==> src/rtl/div_pkg.sv <==
// Shared types and constants for the sequential divider.
package div_pkg;

  typedef enum logic [1:0] {
    StIdle,
    StRun,
    StFix,
    StDone
  } div_state_e;

  // Bit of the control-unit sign code that selects signed division.
  localparam int unsigned SignSigned = 1;

  // Default datapath width. DivLat counts clocks from the edge that starts
  // driving start to the edge after which done is visible.
  localparam int unsigned DivWidth = 32;
  localparam int unsigned DivLat   = DivWidth + 2;

endpackage

==> src/rtl/div_step.sv <==
// One restoring-division iteration: shift {rem,quo} left, trial-subtract the
// divisor, and shift in the resulting quotient bit.
module div_step #(
  parameter int unsigned Width = 32
) (
  input  logic [Width-1:0] rem,
  input  logic [Width-1:0] quo,
  input  logic [Width-1:0] dvs,
  output logic [Width-1:0] rem_next,
  output logic [Width-1:0] quo_next
);

  logic [Width:0] rem_shift;
  logic           ge;

  // Compare at Width+1 bits so the bit shifted out of rem is not lost.
  always_comb begin
    rem_shift = {rem, quo[Width-1]};
    ge        = (rem_shift >= {1'b0, dvs});
    // The true difference is always below dvs, so the low Width bits suffice.
    rem_next  = ge ? (rem_shift[Width-1:0] - dvs) : rem_shift[Width-1:0];
    quo_next  = {quo[Width-2:0], ge};
  end

endmodule

==> src/rtl/div_seq_ctrl.sv <==
// Multi-cycle DIV/DIVU sequencer: latches operands, runs one quotient bit per
// clock, applies the sign fix-up and loads the HI/LO result registers.
module div_seq_ctrl
  import div_pkg::*;
#(
  parameter int unsigned Width = 32,
  parameter int unsigned CntW  = 6
) (
  input  logic             clk,
  input  logic             reset_n,
  input  logic             start,
  input  logic [1:0]       sign,
  input  logic [Width-1:0] dividend,
  input  logic [Width-1:0] divisor,
  output logic             busy,
  output logic             done,
  output logic             div_by_zero,
  output logic [Width-1:0] hi,
  output logic [Width-1:0] lo
);

  div_state_e       state_q, state_d;
  logic [Width-1:0] rem_q, rem_d, quo_q, quo_d, dvs_q, dvs_d;
  logic [Width-1:0] hi_q, hi_d, lo_q, lo_d;
  logic [CntW-1:0]  cnt_q, cnt_d;
  logic             q_neg_q, q_neg_d, r_neg_q, r_neg_d;
  logic             dvs_zero_q, dvs_zero_d, dbz_q, dbz_d;
  logic [Width-1:0] rem_step, quo_step;
  logic             is_signed, dvd_neg, dvs_neg;
  logic             unused_sign0;

  assign unused_sign0 = sign[0];

  div_step #(
    .Width(Width)
  ) u_step (
    .rem     (rem_q),
    .quo     (quo_q),
    .dvs     (dvs_q),
    .rem_next(rem_step),
    .quo_next(quo_step)
  );

  // Next-state logic for the sequencer and its datapath registers.
  always_comb begin
    state_d    = state_q;
    rem_d      = rem_q;
    quo_d      = quo_q;
    dvs_d      = dvs_q;
    hi_d       = hi_q;
    lo_d       = lo_q;
    cnt_d      = cnt_q;
    q_neg_d    = q_neg_q;
    r_neg_d    = r_neg_q;
    dvs_zero_d = dvs_zero_q;
    dbz_d      = dbz_q;
    is_signed  = sign[SignSigned];
    dvd_neg    = is_signed & dividend[Width-1];
    dvs_neg    = is_signed & divisor[Width-1];

    unique case (state_q)
      StIdle: begin
        if (start) begin
          quo_d      = dvd_neg ? -dividend : dividend;
          dvs_d      = dvs_neg ? -divisor : divisor;
          rem_d      = '0;
          q_neg_d    = dvd_neg ^ dvs_neg;
          r_neg_d    = dvd_neg;
          dvs_zero_d = (divisor == '0);
          cnt_d      = CntW'(Width);
          state_d    = StRun;
        end
      end
      StRun: begin
        rem_d = rem_step;
        quo_d = quo_step;
        cnt_d = cnt_q - 1'b1;
        if (cnt_q == CntW'(1)) begin
          state_d = StFix;
        end
      end
      StFix: begin
        // With a zero divisor every bit of |dividend| ends up in rem, so the
        // normal remainder fix-up already reproduces the original dividend.
        hi_d    = r_neg_q ? -rem_q : rem_q;
        lo_d    = dvs_zero_q ? '1 : (q_neg_q ? -quo_q : quo_q);
        dbz_d   = dvs_zero_q;
        state_d = StDone;
      end
      StDone: begin
        state_d = StIdle;
      end
      default: begin
        state_d = StIdle;
      end
    endcase
  end

  // State and datapath registers; reset discards any operation in flight.
  always_ff @(posedge clk or negedge reset_n) begin
    if (!reset_n) begin
      state_q    <= StIdle;
      rem_q      <= '0;
      quo_q      <= '0;
      dvs_q      <= '0;
      hi_q       <= '0;
      lo_q       <= '0;
      cnt_q      <= '0;
      q_neg_q    <= 1'b0;
      r_neg_q    <= 1'b0;
      dvs_zero_q <= 1'b0;
      dbz_q      <= 1'b0;
    end else begin
      state_q    <= state_d;
      rem_q      <= rem_d;
      quo_q      <= quo_d;
      dvs_q      <= dvs_d;
      hi_q       <= hi_d;
      lo_q       <= lo_d;
      cnt_q      <= cnt_d;
      q_neg_q    <= q_neg_d;
      r_neg_q    <= r_neg_d;
      dvs_zero_q <= dvs_zero_d;
      dbz_q      <= dbz_d;
    end
  end

  assign busy        = (state_q == StRun) || (state_q == StFix);
  assign done        = (state_q == StDone);
  assign div_by_zero = dbz_q;
  assign hi          = hi_q;
  assign lo          = lo_q;

endmodule

==> config.mk <==
export PLATFORM = sky130hd
export DESIGN_NAME = div_seq_ctrl
export DESIGN_NICKNAME = d
export VERILOG_FILES = /design/src/rtl/div_pkg.sv /design/src/rtl/div_step.sv /design/src/rtl/div_seq_ctrl.sv
export SDC_FILE = /design/constraint.sdc
export NUM_CORES = 1
export LEC_CHECK = 0
export ABC_CLOCK_PERIOD_IN_PS = 4600
export CAP_MARGIN = 25
export CORE_MARGIN = 2
export CORE_UTILIZATION = 57
export DETAILED_ROUTE_END_ITERATION = 10
export HOLD_SLACK_MARGIN = 0.1
export PLACE_DENSITY = 0.81
export SLEW_MARGIN = 20
export SYNTH_ARGS = -nofsm -noshare
export SYNTH_HDL_FRONTEND = slang
export SYNTH_HIERARCHICAL = 1
export SYNTH_SLANG_ARGS = --single-unit
==> constraint.sdc <==
create_clock -name clk -period 4.6 [get_ports clk]
set_clock_uncertainty 0.1 [all_clocks]
set_input_delay 0.92 -clock clk [delete_from_list [all_inputs] [get_ports clk]]
set_output_delay 0.92 -clock clk [all_outputs]
set_load 0.01 [all_outputs]
==> results by group <==
Clock tree
  – Clock Tree Root: sky130_fd_sc_hd__clkbuf_16
  – Skew-Pair Late Insertion Delay: 440 ps
  – Number of buffers on the longest clock path: 2
  – Resized Gates After CTS: 0
  – CTS hold repair buffers: 0
  – Post CTS Setup Buffer Count: 0
  – Clock-pin slew reported for the worst setup and hold paths after clock tree synthesis: 70 ps
  – Clock buffers created by TritonCTS: 17
  – CTS tree: built
  – Maximum level of the CTS H-tree: 4
  – CTS sink cnt: 172

Finish
  – Top library cells by usage in the layout, fill and taps aside: 172 x sky130_fd_sc_hd__dfrtp_1, 134 x sky130_fd_sc_hd__nor2_1, 133 x sky130_fd_sc_hd__clkdlybuf4s50_1
  – Filler Cell Count: 1659
  – Share of cells above drive strength 1: 7.329%
  – Final Core Density: 67.09%
  – Syn-to-layout area delta: 15.59%
  – Area taken by multi-input logic gates: 6655 um^2
  – Commonest non-fill, non-tap cell in the layout: sky130_fd_sc_hd__dfrtp_1
  – Area taken by flip-flops and latches: 4304 um^2
  – Net count reported at finish: 1518
  – Antenna diode instance count: 0

Yosys
  – Syn avg cell area: 8.697 um^2
  – Number of flip-flops and latches in the synthesized netlist: 172
  – Number of instances in the synthesized netlist: 1346
  – Number of distinct library cell variants in the gate-level netlist after synthesis: 70
  – Post-synth EDFFs: 0
  – Synthesis warning total: 6
  – Fraction of registers with async set/reset: 100.0%
  – Sequential-to-total area share from yosys stat: 36.77%
  – Post-Synthesis Net Count: 1458
  – Primary flip-flop cell chosen by synthesis mapping: sky130_fd_sc_hd__dfrtp_1
  – Cell area after synthesis: 11710 um^2

Setup path
  – Category of the worst setup path launch point: register
  – Capture point of the worst path: rem_q[30]
  – Reg2reg end: rem_q[30]
  – Critical path required time: 4880 ps
  – Crit end category: register
  – Worst reg-to-reg path cell count: 12
  – Crit Path Max Fanout: 5
  – Launching point of the worst reg2reg path: quo_q[31]
  – Signal arrival time at the worst endpoint: 4140 ps
  – Setup slack on the worst flop-to-flop path: 740 ps
  – Critical Setup Path Class: reg -> reg
  – Critical Path Start: quo_q[31]

GRT
  – Wire length of the first global-routing pass: 47880 um
  – Number of global-route vias before repair: 9370
  – Pin count of the biggest net entering global routing: 99
  – Number of antenna violations at the first check in global routing: 0
  – GRT Util Overall: 27.28%
  – Remaining global-route overflow: 0

Routing
  – Detail-routed via count per cell: 6.009
  – DRC violations left: 0
  – Detailed-route via count: 10150
  – Routed length per instance: 17.35 um
  – Detail Route Antenna Nets: 0
  – Total wire length after detailed routing: 29310 um
  – Starting DRT DRC Count: 838
  – Length of the first detailed-routing pass in iterations: 5

Floorplan
  – Initial standard-cell utilization of the core: 58.04%
  – Num rows: 52
  – Floorplan die area: 21700 um^2
  – Chip Width: 147.3 um
  – Die Y: 147.3 um
  – Core Box Area: 20170 um^2
  – I/O pin total: 136

Flow run
  – Max cap viols: 0

Place
  – HPWL after detailed placement: 21650 um
  – Final RePlAce weighted congestion: 0.9293
  – Total of buffers placed on input and output ports: 134

STA
  – Final Slew Violations: 0
  – Worst Max-Slew Pin Slew: 1008 ps
  – Minimum period implied by the final worst setup slack: 3859 ps
  – Setup-failing EPs final: 0
  – Tcrit/Tclk final: 83.89%
  – Max Clk Rate: 0.2591 GHz
  – Slew margin rel.: 32.83%
  – Final number of hold-violating endpoints: 0
  – Unrepaired setup endpoints after global routing: no
  – Smallest hold slack: 385.8 ps
  – Setup TNS Final: 0 ps

Power
  – Power density relative to cell area: 758.1 nW/um^2
  – Maximum vdd ir drop: 0.5448 mV
  – Standby leakage power: 5.752 nW

Run status
  – Result of the run: completed

Min path
  – Hold WC Path Type: reg -> reg
==> how the worst min path moves through the flow <==
stage	cells after the start	from	to	slack, ps
finish	2	dvs_q[25]	dvs_q[25]	390
global route	2	dvs_q[15]	dvs_q[15]	420
CTS	2	dvs_q[18]	dvs_q[18]	390
detailed placement	2	dvs_q[19]	dvs_q[19]	370
global placement	2	dvs_q[13]	dvs_q[13]	360
floorplan	2	dvs_q[10]	dvs_q[10]	350
==> synth_stat cells (3+ instances only) <==
cell type | n | area share [%]
sky130_fd_sc_hd__or4_4 | 3 | 0.29
sky130_fd_sc_hd__o21bai_1 | 4 | 0.26
sky130_fd_sc_hd__xnor2_1 | 60 | 4.5
sky130_fd_sc_hd__o21a_1 | 5 | 0.32
sky130_fd_sc_hd__clkbuf_1 | 56 | 1.8
sky130_fd_sc_hd__nor4_1 | 17 | 0.91
sky130_fd_sc_hd__buf_1 | 10 | 0.32
sky130_fd_sc_hd__mux2_4 | 9 | 1.2
sky130_fd_sc_hd__o41ai_1 | 14 | 1.0
sky130_fd_sc_hd__inv_1 | 66 | 2.1
sky130_fd_sc_hd__o21ai_0 | 95 | 4.1
sky130_fd_sc_hd__nor3b_1 | 4 | 0.26
sky130_fd_sc_hd__a22oi_1 | 6 | 0.38
sky130_fd_sc_hd__nand2_1 | 103 | 3.3
sky130_fd_sc_hd__o211ai_1 | 4 | 0.26
sky130_fd_sc_hd__and3_1 | 10 | 0.53
sky130_fd_sc_hd__dfrtp_1 | 172 | 37
sky130_fd_sc_hd__nor3_1 | 25 | 1.1
sky130_fd_sc_hd__nand2b_1 | 6 | 0.32
sky130_fd_sc_hd__xor2_1 | 85 | 6.4
sky130_fd_sc_hd__a31o_2 | 4 | 0.30
sky130_fd_sc_hd__o31ai_1 | 26 | 1.7
sky130_fd_sc_hd__buf_4 | 32 | 2.1
sky130_fd_sc_hd__nor2_1 | 134 | 4.3
sky130_fd_sc_hd__a211oi_1 | 3 | 0.19
sky130_fd_sc_hd__nor2b_1 | 12 | 0.64
sky130_fd_sc_hd__o22ai_1 | 13 | 0.69
sky130_fd_sc_hd__a31oi_1 | 21 | 1.1
sky130_fd_sc_hd__nand3_1 | 15 | 0.64
sky130_fd_sc_hd__or4_1 | 8 | 0.51
sky130_fd_sc_hd__or3_4 | 3 | 0.29
sky130_fd_sc_hd__or3b_2 | 4 | 0.30
sky130_fd_sc_hd__a21oi_1 | 132 | 5.6
sky130_fd_sc_hd__and2_1 | 6 | 0.32
sky130_fd_sc_hd__a22o_1 | 32 | 2.4
sky130_fd_sc_hd__ha_1 | 42 | 4.5
sky130_fd_sc_hd__nand3b_1 | 5 | 0.32
sky130_fd_sc_hd__mux2_2 | 23 | 2.2
sky130_fd_sc_hd__or3_1 | 8 | 0.43
sky130_fd_sc_hd__a21o_1 | 9 | 0.58
sky130_fd_sc_hd__a21boi_0 | 4 | 0.26
sky130_fd_sc_hd__mux2i_1 | 9 | 0.77
sky130_fd_sc_hd__nand4_1 | 13 | 0.69
==> flip-flops by register name (all words and copies together), names as in the netlist <==
name,flops
hi,32
rem_q,32
div_by_zero,1
dvs_q,32
quo_q,32
q_neg_q,1
cnt_q,6
r_neg_q,1
state_q,2
dvs_zero_q,1
lo,32
==> metrics by stage <==
stage	area (um^2)	instances	total power [W]	setup slack, ps
floorplan	11710	1346	0.007180	1392
global placement	12950	1657	0.008556	888.7
detailed placement	12950	1657	0.008765	819.7
CTS	13530	1689	0.01021	800.2
global route	13530	1689	0.01102	614.4
finish	13530	1689	0.01026	741.0
==> where the power goes <==
group | leakage [nW] | total (W) | switching, W | internal (W)
logic | 3.38 | 0.00589 | 0.00319 | 0.00270
clock network | 0.278 | 0.00141 | 0.000685 | 0.000721
registers | 2.09 | 0.00296 | 0.000753 | 0.00221
total | 5.75 | 0.0103 | 0.00463 | 0.00563
==> cell families (layout without fill, tap and decap cells) <==
group                    Yosys count  in the layout  synth area share (%)
AO/OA/AOI/OAI                    392            392                 21.11
AND/OR/NAND/NOR                  384            384                 15.81
flip-flops                       172            172                 36.77
buffers and inverters            169            242                 6.670
XOR/XNOR                         145            145                 10.85
adder cells (fa/ha/maj)           43             43                 4.660
multiplexers                      41             41                 4.136
==> area by class of cell <==
cell class / instances / share of cell area (%)
Tap cell: 270 / 2.497
Sequential cell: 172 / 31.81
Timing Repair Buffer: 143 / 10.42
Multi-Input combinational cell: 1005 / 49.18
Clock buffer: 17 / 3.144
Inverter: 67 / 1.859
Clock inverter: 15 / 1.091
==> critical path, cell delays in order (launching register included) <==
cell and delay, ps:
sky130_fd_sc_hd__dfrtp_1 520, sky130_fd_sc_hd__inv_1 100, sky130_fd_sc_hd__ha_1 250, sky130_fd_sc_hd__fa_1 410, sky130_fd_sc_hd__nor2b_1 170, sky130_fd_sc_hd__o31a_1 210
sky130_fd_sc_hd__o21ai_0 250, sky130_fd_sc_hd__o31ai_1 610, sky130_fd_sc_hd__a21oi_1 290, sky130_fd_sc_hd__or3b_2 530, sky130_fd_sc_hd__nand3_1 110, sky130_fd_sc_hd__mux2_4 140
sky130_fd_sc_hd__a22o_1 110
==> per-layer routing <==
metal / vias to the layer above / wire, um / track usage (%)
li1: 4877 / - / -
met1: 4821 / 13900 / 41.62
met2: 427 / 12690 / 39.98
met3: 25 / 2401 / 5.373
met4: 0 / 312 / 6.683
met5: - / 0 / 0
No activity file was read; power rests on OpenSTA's default activity.
